===== config.mk =====
export PLATFORM = sky130hd
export DESIGN_NAME = lsu
export DESIGN_NICKNAME = d
export VERILOG_FILES = /design/src/rtl/lsu.sv
export SDC_FILE = /design/constraint.sdc
export NUM_CORES = 1
export LEC_CHECK = 0
export CAP_MARGIN = 20
export CORE_ASPECT_RATIO = 0.8
export CORE_MARGIN = 4
export CORE_UTILIZATION = 44
export DETAILED_ROUTE_END_ITERATION = 6
export GPL_ROUTABILITY_DRIVEN = 0
export GPL_TIMING_DRIVEN = 0
export PLACE_DENSITY_LB_ADDON = 0.2
export REMOVE_ABC_BUFFERS = 1
export SLEW_MARGIN = 20
export SYNTH_ARGS = -nofsm -noshare
export SYNTH_HDL_FRONTEND = slang
export SYNTH_SLANG_ARGS = --single-unit

===== constraint.sdc =====
create_clock -name clk -period 2.6 [get_ports clk]
set_clock_uncertainty 0.1 [all_clocks]
set_input_delay 0.65 -clock clk [delete_from_list [all_inputs] [get_ports clk]]
set_output_delay 0.65 -clock clk [all_outputs]
set_load 0.005 [all_outputs]

===== src/rtl/lsu.sv =====
// Load/store and writeback staging for the RV32I pipeline: performs one bus access per
// load/store, steers byte lanes, extends load data and presents one writeback per instruction.
module lsu #(
    parameter int TIMEOUT_CYCLES = 255
) (
    input  logic        clk,
    input  logic        rst,
    input  logic        in_valid,
    output logic        in_ready,
    input  logic [16:0] full_op,
    input  logic [31:0] alu_value,
    input  logic [31:0] store_data,
    input  logic [31:0] pc_plus4,
    input  logic [4:0]  rd_in,
    output logic        mem_req,
    output logic        mem_we,
    output logic [31:0] mem_addr,
    output logic [3:0]  mem_wstrb,
    output logic [31:0] mem_wdata,
    input  logic        mem_ack,
    input  logic [31:0] mem_rdata,
    output logic        out_valid,
    input  logic        out_ready,
    output logic [31:0] out_value,
    output logic [4:0]  out_rd,
    output logic        out_we,
    output logic [1:0]  out_exc
);
    localparam logic [6:0] OP_LOAD   = 7'b0000011;
    localparam logic [6:0] OP_STORE  = 7'b0100011;
    localparam logic [6:0] OP_JAL    = 7'b1101111;
    localparam logic [6:0] OP_JALR   = 7'b1100111;
    localparam logic [6:0] OP_BRANCH = 7'b1100011;

    localparam logic [1:0] EXC_NONE     = 2'b00;
    localparam logic [1:0] EXC_MISALIGN = 2'b01;
    localparam logic [1:0] EXC_TIMEOUT  = 2'b10;
    localparam logic [1:0] EXC_ILLEGAL  = 2'b11;

    // The counter holds completed wait cycles, so the last allowed cycle is one below the limit.
    localparam logic [15:0] COUNT_LAST = 16'(TIMEOUT_CYCLES - 1);

    typedef enum logic [1:0] {IDLE, MEM, DONE} state_t;

    state_t      state_reg, state_next;
    logic [15:0] count_reg, count_next;
    logic [2:0]  funct3_reg, funct3_next;
    logic [31:0] addr_reg, addr_next;
    logic        mem_we_reg, mem_we_next;
    logic [31:0] mem_addr_reg, mem_addr_next;
    logic [3:0]  mem_wstrb_reg, mem_wstrb_next;
    logic [31:0] mem_wdata_reg, mem_wdata_next;
    logic [31:0] out_value_reg, out_value_next;
    logic [4:0]  out_rd_reg, out_rd_next;
    logic        out_we_reg, out_we_next;
    logic [1:0]  out_exc_reg, out_exc_next;

    logic [6:0]  opcode;
    logic [2:0]  funct3;
    logic        unused_funct7;
    logic        is_load, is_store, f3_legal, misaligned, accept;
    logic [7:0]  byte_sel;
    logic [15:0] half_sel;
    logic [31:0] load_value;

    assign opcode        = full_op[6:0];
    assign funct3        = full_op[9:7];
    assign unused_funct7 = ^full_op[16:10];

    assign in_ready  = (state_reg == IDLE) || ((state_reg == DONE) && out_ready);
    assign accept    = in_valid && in_ready;
    assign mem_req   = (state_reg == MEM);
    assign out_valid = (state_reg == DONE);
    assign mem_we    = mem_we_reg;
    assign mem_addr  = mem_addr_reg;
    assign mem_wstrb = mem_wstrb_reg;
    assign mem_wdata = mem_wdata_reg;
    assign out_value = out_value_reg;
    assign out_rd    = out_rd_reg;
    assign out_we    = out_we_reg;
    assign out_exc   = out_exc_reg;

    always_comb begin
        is_load    = (opcode == OP_LOAD);
        is_store   = (opcode == OP_STORE);
        f3_legal   = is_load ? (funct3 inside {3'b000, 3'b001, 3'b010, 3'b100, 3'b101})
                             : (funct3 inside {3'b000, 3'b001, 3'b010});
        misaligned = 1'b0;
        case (funct3[1:0])
            2'b01:   misaligned = alu_value[0];
            2'b10:   misaligned = (alu_value[1:0] != 2'b00);
            default: misaligned = 1'b0;
        endcase
    end

    // Lane selection uses the address captured at accept, not the live input.
    always_comb begin
        byte_sel = mem_rdata[{addr_reg[1:0], 3'b000} +: 8];
        half_sel = mem_rdata[{addr_reg[1], 4'b0000} +: 16];
        case (funct3_reg)
            3'b000:  load_value = {{24{byte_sel[7]}}, byte_sel};
            3'b001:  load_value = {{16{half_sel[15]}}, half_sel};
            3'b100:  load_value = {24'd0, byte_sel};
            3'b101:  load_value = {16'd0, half_sel};
            default: load_value = mem_rdata;
        endcase
    end

    always_comb begin
        state_next     = state_reg;
        count_next     = count_reg;
        funct3_next    = funct3_reg;
        addr_next      = addr_reg;
        mem_we_next    = mem_we_reg;
        mem_addr_next  = mem_addr_reg;
        mem_wstrb_next = mem_wstrb_reg;
        mem_wdata_next = mem_wdata_reg;
        out_value_next = out_value_reg;
        out_rd_next    = out_rd_reg;
        out_we_next    = out_we_reg;
        out_exc_next   = out_exc_reg;

        case (state_reg)
            MEM: begin
                if (mem_ack) begin
                    state_next     = DONE;
                    out_exc_next   = EXC_NONE;
                    out_value_next = mem_we_reg ? addr_reg : load_value;
                    out_we_next    = !mem_we_reg && (out_rd_reg != 5'd0);
                end else if (count_reg == COUNT_LAST) begin
                    state_next     = DONE;
                    out_exc_next   = EXC_TIMEOUT;
                    out_value_next = addr_reg;
                    out_we_next    = 1'b0;
                end else begin
                    count_next = count_reg + 16'd1;
                end
            end
            DONE: begin
                if (out_ready) begin
                    state_next = IDLE;
                end
            end
            default: state_next = IDLE;
        endcase

        // A new accept overrides the retire-to-IDLE path above.
        if (accept) begin
            count_next     = 16'd0;
            funct3_next    = funct3;
            addr_next      = alu_value;
            out_rd_next    = rd_in;
            out_value_next = alu_value;
            out_exc_next   = EXC_NONE;
            out_we_next    = (rd_in != 5'd0);
            state_next     = DONE;
            if (is_load || is_store) begin
                out_we_next = 1'b0;
                if (!f3_legal) begin
                    out_exc_next = EXC_ILLEGAL;
                end else if (misaligned) begin
                    out_exc_next = EXC_MISALIGN;
                end else begin
                    state_next     = MEM;
                    mem_we_next    = is_store;
                    mem_addr_next  = {alu_value[31:2], 2'b00};
                    mem_wstrb_next = 4'b0000;
                    mem_wdata_next = 32'd0;
                    if (is_store) begin
                        case (funct3[1:0])
                            2'b00: begin
                                mem_wstrb_next = 4'b0001 << alu_value[1:0];
                                mem_wdata_next = {4{store_data[7:0]}};
                            end
                            2'b01: begin
                                mem_wstrb_next = 4'b0011 << alu_value[1:0];
                                mem_wdata_next = {2{store_data[15:0]}};
                            end
                            default: begin
                                mem_wstrb_next = 4'b1111;
                                mem_wdata_next = store_data;
                            end
                        endcase
                    end
                end
            end else if (opcode == OP_JAL || opcode == OP_JALR) begin
                out_value_next = pc_plus4;
            end else if (opcode == OP_BRANCH) begin
                out_we_next = 1'b0;
            end
        end
    end

    always_ff @(posedge clk) begin
        if (rst) begin
            state_reg     <= IDLE;
            count_reg     <= 16'd0;
            funct3_reg    <= 3'd0;
            addr_reg      <= 32'd0;
            mem_we_reg    <= 1'b0;
            mem_addr_reg  <= 32'd0;
            mem_wstrb_reg <= 4'd0;
            mem_wdata_reg <= 32'd0;
            out_value_reg <= 32'd0;
            out_rd_reg    <= 5'd0;
            out_we_reg    <= 1'b0;
            out_exc_reg   <= 2'd0;
        end else begin
            state_reg     <= state_next;
            count_reg     <= count_next;
            funct3_reg    <= funct3_next;
            addr_reg      <= addr_next;
            mem_we_reg    <= mem_we_next;
            mem_addr_reg  <= mem_addr_next;
            mem_wstrb_reg <= mem_wstrb_next;
            mem_wdata_reg <= mem_wdata_next;
            out_value_reg <= out_value_next;
            out_rd_reg    <= out_rd_next;
            out_we_reg    <= out_we_next;
            out_exc_reg   <= out_exc_next;
        end
    end

endmodule


# After elaboration in Yosys (flattened, before gate mapping)
# Cells that the tools add are included.
# totals
reg_bits	160
latchBits	0
ramBits	0
rom_bits	0
in_bits	155
out_inout_bits	112
word_cells	97
memories	0
# op_classes
add_sub_neg	1
mul	0
div_mod_pow	0
n_lt_le_gt_ge	0
n_eq_ne	19
shift	4
muxes	35
n_bitwise	3
reduce_logical	23
# ops
op	count
$mux 32	8
$pmux 32 s4	1
$pmux 32 s2	1
$shiftx 32x6->16	1
$shiftx 32x6->8	1
$mux 2	12
$eq 7x7->1 const B	3
$add 16x1->16 const B	1
$eq 16x8->1 const B	1
$reduce_bool 5->1	3
$eq 3x3->1 const B	4
$mux 1	9
$pmux 4 s2	1
$eq 7x2->1 const B	1
$eq 7x6->1 const B	1
$eq 3x1->1 const B	2
$logic_not 3->1	2
$reduce_bool 3->1	2
$eq 2x1->1 const B	2
$eq 2x2->1 const B	2
$logic_not 2->1	2
$mux 4	1
$ne 4x1->1 const B	1
$pmux 2 s2	1
other kinds (14)	22

# Logic depth before layout (Yosys ltp)
# Gate-level depths: netlist of the first run.
# depth
depth_word	6
ltp_mapped	11
mapped_depth_nobuf	7

# Worst setup path before layout of the first run
# OpenSTA, ideal clock, no wires.
# synth_path
path_kind	input port to flip-flop
from	input port full_op[7]
to	register mem_wdata_reg[14], in the netlist mem_wdata[14]
setup_ps	127
arrival_ps	2114
required_time_ps	2373
setup_slack_ps	258
cell_stages	11
n_path_buf	4
cell_sequence	inv_1 -> ha_1 -> clkbuf_1 -> o21bai_1 -> a21oi_1 -> and4_1 -> clkbuf_1 -> nor2_1 -> buf_4 -> buf_4 -> o2bb2ai_1
# synth_via
elab_chain_len	4
elab_cells_between_ends	16
classes_between	eq/ne: 6; mux: 4; bitwise: 1; reduce/logical: 5
# synth_lines
item	line_no	text
start: declaration	10	input logic [16:0] full_op,
$eq 3x1->1, or another cell as far along	86, 87	
$reduce_bool 5->1, or another cell as far along	86	f3_legal = is_load ? (funct3 inside {3'b000, 3'b001, 3'b010, 3'b100, 3'b101})
$mux 1 / $not 1->1 (equally long branches)	n/a	
$reduce_and 4->1 (no source line)	n/a	
end signal: assignment	216	mem_wdata_reg <= mem_wdata_next;
end: declaration	52	logic [31:0] mem_wdata_reg, mem_wdata_next;
# Several ways; a longest one is shown, not always the timed one.
# A chain may end at the register's enable or synchronous reset.

# Worst setup path in the final report of the first run
# layout_path
from	input port full_op[8]
to	register mem_wstrb_reg[1], in the netlist mem_wstrb[1]
# layout_via
elab_chain_len	4
elab_cells_between_ends	16
classes_between	eq/ne: 6; mux: 4; bitwise: 1; reduce/logical: 5
# layout_lines
item	line_no	text
$eq 3x1->1, or another cell as far along	86, 87	
$reduce_bool 5->1, or another cell as far along	86	
$mux 1 / $not 1->1 (equally long branches)	n/a	
$reduce_and 4->1 (no source line)	n/a	
end signal: assignment	215	mem_wstrb_reg <= mem_wstrb_next;
end: declaration	51	logic [3:0] mem_wstrb_reg, mem_wstrb_next;
# Several ways; a longest one is shown, not always the timed one.

==> results.sh, run 1 <==
export IMPL_synth_top_area_share_pct=40.93
export IMPL_r2r_slack_ns=0.25
export IMPL_grt_first_pass_wirelength_um=41160
export IMPL_synth_area_sq_um=7826
export IMPL_ys_ff_latch=160
export IMPL_hp_class="reg -> reg"
export IMPL_place_hpwl_um=17520
export IMPL_vias=7696
export IMPL_hold_depth=2
export IMPL_yosysTopAreaCell="dfxtp_1"
export IMPL_ys_seq_area_share_pct=40.93
export IMPL_async_reset_ff_share_pct=0
export IMPL_synthFlopType="dfxtp_1"
export IMPL_grt_use_total_pct=25.75
export IMPL_rr_worst_depth=5
export IMPL_wire_per_inst_um=19.06
export IMPL_maxCapViolCount=0
export IMPL_hold_path_startpoint="addr_reg[7]"
export IMPL_cts_max_level=4
export IMPL_die_area_sq_um=20000
export IMPL_timing_rr_start="addr_reg[1]"
export IMPL_rows=43
export IMPL_arrival_ns=2.75
export IMPL_status="finished clean"
export IMPL_worst_setup_path_type="in -> reg"
export IMPL_wirelength_um=26400
export IMPL_slew_headroom_pct=55.22
export IMPL_route_detailed_drc=0
export IMPL_total_power_w=0.006101
export IMPL_synth_edf_count=0
export IMPL_grt_overflow=0
export IMPL_core_sq_um=17380
export IMPL_yosysWarnings=0
export IMPL_nFillCells=1455
export IMPL_critical_path_required_ns=2.82
export IMPL_grt_pass1_vias=7523
export IMPL_fp_dieH_um=127.3
export IMPL_p_per_area_nw_per_um2=533.9
export IMPL_drtPass1Iterations=5
export IMPL_crit_fanout=26
export IMPL_cts_sinks=160
export IMPL_synth_cell_type_count=67
export IMPL_tritoncts="done"
export IMPL_worst_pin_slew_ns=0.6708
export IMPL_period_needed_ns=2.523
export IMPL_synthTopCellsByArea="dfxtp_1, nand2_1, a21oi_1"
export IMPL_io_buffers=257
export IMPL_synth_most_common_cell="nand2_1"
export IMPL_cp_slowest_cell="clkdlybuf4s50_1"
export IMPL_viasPerCell=5.557
export IMPL_areaGrowthSynthToFinish_pct=46.01
export IMPL_setup_viol=0
export IMPL_cts_buffer_depth=2
export IMPL_synthCells=921
export IMPL_start_util_pct=45.04
export IMPL_grt_max_degree=71
export IMPL_start_kind="input port"
export IMPL_io_pins=267
export IMPL_numCtsBuffers=17
export IMPL_path_clk_slew_ns=0.06
export IMPL_syn_area_per_cell_sq_um=8.498
export IMPL_seq_area_sq_um=3208
export IMPL_clk_latency_ns=0.44
export IMPL_hold_viol=0
export IMPL_fmaxAchievable_mhz=396.3
export IMPL_hold_end="addr_reg[7]"
export IMPL_ctsHoldBuffers=0
export IMPL_drtIter0Drc=512
export IMPL_fin_crit_sh_pct=97.05
export IMPL_r2r_end="out_value[10]"
export IMPL_slowest_delay_ns=0.46
export IMPL_fp_dieW_um=157.1
export IMPL_multi_input_area_sq_um=4355
export IMPL_path_delay_family="buffers and inverters"
export IMPL_setup_tns_ns=0
export IMPL_drive_gt1_share_pct=11.13
export IMPL_root_buffer="clkbuf_16"
export IMPL_fin_nets=1306
export IMPL_crit_chain="clkdlybuf4s50_1, inv_1, ha_4, o21bai_1, a21oi_2, and4_4, nor2_4, buf_16, a22o_1"
export IMPL_p_leak_nw=4.048
export IMPL_maxSlewViolCount=0
export IMPL_end_kind="flop"
export IMPL_ir_drop_v=0.0004393
export IMPL_critPathBufInv=3
export IMPL_ant_nets=0
export IMPL_synth_common_cells="nand2_1, dfxtp_1, a21oi_1, nor2_1, clkbuf_1"
export IMPL_antenna_found_initial=1
==> worst min-delay path, delay by kind of cell (launching register included) <==
kind	cells	cell delay, ns
compound gates	1	0.05
simple gates	1	0.05
flops	1	0.31
==> metrics by stage <==
| step | utilization, % | cell area [sq um] | hold slack (ns) | worst slack (ns) | cells |
|---|---|---|---|---|---|
| 2_1_floorplan | - | 7448 | 0.3259 | -1.672 | 841 |
| 3_3_place_gp | 59.28 | 10300 | 0.3399 | -4.985 | 1323 |
| 3_5_place_dp | 60.85 | 10570 | 0.3442 | -1.552 | 1335 |
| 4_1_cts | 65.02 | 11300 | 0.3529 | 0.01068 | 1378 |
| 5_1_grt | 65.76 | 11430 | 0.3732 | -0.002906 | 1385 |
| 6_report | 65.76 | 11430 | 0.3535 | 0.07658 | 1385 |
==> per-layer routing <==
metal,wire [um],global-route usage (%),up-vias
met5,0,0,-
met4,472,7.334,0
met1,11660,34.61,3625
met2,12300,40.94,255
met3,1962,6.942,32
li1,-,-,3784
==> worst max path at each step <==
stage | startpoint | end | cells after the start
finish | full_op[8] | mem_wstrb[1] | 9
global route | full_op[8] | mem_wdata[3] | 9
CTS | funct3_reg[1] | out_value[10] | 4
detailed placement | full_op[7] | mem_wstrb[3] | 9
global placement | rst | mem_wstrb[3] | 3
floorplan | in_valid | mem_wdata[0] | 5
==> cell type report <==
type	count	share of cell area, %
multi-input cells	672	38.11
flip-flops and latches	160	28.07
repair buffers	284	25.93
clock buffers	19	3.876
well taps	225	2.464
clock inverters	13	1.128
inverters	11	0.3942
diodes	1	0.02190
==> cells by family (layout without fill, tap and decap cells) <==
logic type                 count (synthesis)  count (layout)  share of synthesized area, %
and+or+nand+nor                          340             342                         20.54
AOI/OAI and AO/OA                        262             262                         24.28
DFF                                      160             160                         40.93
buffers and inverters                     92             327                         5.403
muxes                                     49              49                         6.651
xor gates and xnor gates                  12              12                         1.343
adders and majority gates                  5               5                        0.7994
other                                      1               3                       0.04792
==> power breakdown <==
part / internal, W / switching [W] / total [W] / leakage, nW
Combinational: 0.000546 / 0.000474 / 0.00102 / 2.48
Sequential: 0.00254 / 0.0000682 / 0.00260 / 1.30
Clock: 0.00136 / 0.00112 / 0.00248 / 0.263
==> what timing repair did <==
action	4_1_cts	5_1_grt
resized for setup	16	13
gates cloned	1	1
pin swaps	5	3
buffers inserted	10	5
setup endpoints to repair	100	95
==> layout by cell type, fill, tap and decap left out, types with 17 or more instances in the layout <==
master / instances
mux2i_1: 25
nand2_1: 182
nand3_1: 27
a311oi_1: 23
nor2_1: 48
a21oi_1: 94
clkbuf_16: 17
dfxtp_1: 158
o21ai_0: 21
mux2_2: 24
o221ai_1: 28
o2bb2ai_1: 25
a22o_1: 19
clkdlybuf4s50_1: 254
Power figures use the tool's default switching activity.
==> run 2, diff against run 1 <==
CTS_CLUSTER_SIZE = 25   (was unset)
PLACE_DENSITY = 0.78   (was unset)
PLACE_DENSITY_LB_ADDON = unset   (was 0.2)
==> run 2 against run 1 <==
Effect of this change:
- register-to-register slack worse by 0.07 ns
- setup slack got worse by 0.074 ns
- maximum frequency decreased by 2.8%
- cell count is 0.14% lower
- clock-buffer cell count grew 1
==> results.sh, run 2 (synthesis gave the netlist of run 1 again) <==
export IMPL_status="finished clean"
export IMPL_ctsHoldBuffers=0
export IMPL_p_leak_nw=4.085
export IMPL_multi_input_area_sq_um=4350
export IMPL_grt_use_total_pct=26.25
export IMPL_grt_pass1_vias=7657
export IMPL_seq_area_sq_um=3209
export IMPL_grt_first_pass_wirelength_um=41700
export IMPL_antenna_found_initial=0
export IMPL_wirelength_um=27040
export IMPL_maxSlewViolCount=0
export IMPL_grt_max_degree=74
export IMPL_cts_buffer_depth=2
export IMPL_cts_max_level=4
export IMPL_wire_per_inst_um=19.55
export IMPL_cts_sinks=160
export IMPL_hold_viol=0
export IMPL_rows=43
export IMPL_hp_class="reg -> reg"
export IMPL_layout_setup_ws_ns=0.002982
export IMPL_grt_overflow=0
export IMPL_busiest_layer="met2"
export IMPL_tritoncts="done"
export IMPL_grt_util_met3_pct=6.062
export IMPL_numCtsBuffers=17
export IMPL_p_per_area_nw_per_um2=545.8
export IMPL_fmaxAchievable_mhz=385.1
export IMPL_worst_setup_path_type="in -> reg"
export IMPL_rr_worst_depth=8
export IMPL_drtIter0Drc=460
export IMPL_fin_util_pct=65.91
export IMPL_grt_use_met1_pct=35.42
export IMPL_crit_start="full_op[5]"
export IMPL_setup_viol=0
export IMPL_drive_gt1_share_pct=10.97
export IMPL_io_buffers=257
export IMPL_areaGrowthSynthToFinish_pct=46.35
export IMPL_arrival_ns=2.79
export IMPL_ant_nets=0
export IMPL_fin_nets=1306
export IMPL_ir_drop_v=0.0003993
export IMPL_post_place_ws_ns=-1.496
export IMPL_core_sq_um=17380
export IMPL_total_power_w=0.006251
export IMPL_critical_path_required_ns=2.79
export IMPL_vias=7849
export IMPL_maxCapViolCount=0
export IMPL_endpoint="out_value[29]"
export IMPL_antennaDiodeCount=0
export IMPL_start_util_pct=45.04
export IMPL_path_clk_slew_ns=0.07
export IMPL_slew_headroom_pct=40.61
export IMPL_crit_fanout=24
export IMPL_route_detailed_drc=0
export IMPL_start_kind="input port"
export IMPL_fin_crit_sh_pct=99.89
export IMPL_grtUsageMet2_pct=41.80
export IMPL_fp_dieH_um=127.3
export IMPL_io_pins=267
export IMPL_fp_dieW_um=157.1
export IMPL_place_hpwl_um=18330
export IMPL_viasPerCell=5.675
export IMPL_layout_common_cells="clkdlybuf4s50_1, nand2_1, dfxtp_1"
export IMPL_r2r_end="out_value[5]"
export IMPL_timing_rr_start="count_reg[1]"
export IMPL_final_common_cell="clkdlybuf4s50_1"
export IMPL_setup_tns_ns=0
export IMPL_worst_pin_slew_ns=0.8900
export IMPL_period_needed_ns=2.597
export IMPL_nFillCells=1463
export IMPL_clk_latency_ns=0.42
export IMPL_r2r_slack_ns=0.18
export IMPL_die_area_sq_um=20000
export IMPL_drtPass1Iterations=6
export IMPL_end_kind="flop"
export IMPL_rsz0062_at_grt="true"
export IMPL_root_buffer="clkbuf_16"
==> run 2: cell count changes in the layout (fill, tap and decap cells not counted), moves of 2 or more <==
cell        before  now
clkinvlp_4       6    2
bufinv_16        1    3
nor3_2           2    0
clkinv_2         0    2
buf_8            3    1
==> run 2: layout make-up <==
cell class	instances	share of cell area [%]
multi-input combinational	672	37.98
clock inverter	11	1.344
timing repair buffer	284	25.84
inverter	11	0.3714
tap	225	2.458
clock buffer	20	3.987
sequential	160	28.02
==> run 2: routing by layer <==
layer | share of wire (%) | wire, um
met1 | 44 | 11830
met2 | 47 | 12790
met3 | 6.6 | 1794
met4 | 2.3 | 623
met5 | 0 | 0
==> run 2: worst max-delay path, stage by stage <==
cell and delay [ns]:
clkdlybuf4s50_1 0.55, nand3_1 0.15, nor2_4 0.65, buf_16 0.24, mux2_2 0.35, nand2_1 0.08, a311oi_2 0.10
==> run 2: where the power goes <==
part / leakage, nW / switching, W / internal [W]
Sequential: 1.30 / 0.0000695 / 0.00254
Clock: 0.293 / 0.00106 / 0.00157
Combinational: 2.49 / 0.000474 / 0.000547
Total: 4.08 / 0.00160 / 0.00465
==> run 2: metrics by stage <==
stage | cells | area [sq um] | hold WS, ns
after detailed placement | 1335 | 10570 | 0.3474
final | 1383 | 11450 | 0.3549
after CTS | 1377 | 11330 | 0.3560
after global routing | 1383 | 11450 | 0.3707
after floorplan | 841 | 7448 | 0.3259
after global placement | 1323 | 10300 | 0.3412
==> run 2: how the worst min path moves through the flow <==
stage / from / endpoint / slack (ns) / depth (start not counted)
final: mem_addr[25] / mem_addr[25] / 0.35 / 2
after floorplan: addr_reg[7] / addr_reg[7] / 0.33 / 2
after detailed placement: mem_addr[25] / mem_addr[25] / 0.35 / 2
after CTS: mem_addr[27] / mem_addr[27] / 0.36 / 2
after global routing: addr_reg[21] / addr_reg[21] / 0.37 / 2
after global placement: mem_addr[12] / mem_addr[12] / 0.34 / 2
==> run 2: repair_timing <==
action,4_1_cts,5_1_grt
gates cloned,2,0
pin swaps,7,5
resized for setup,16,15
endpoints found under the setup margin,103,75
setup buffers,9,6
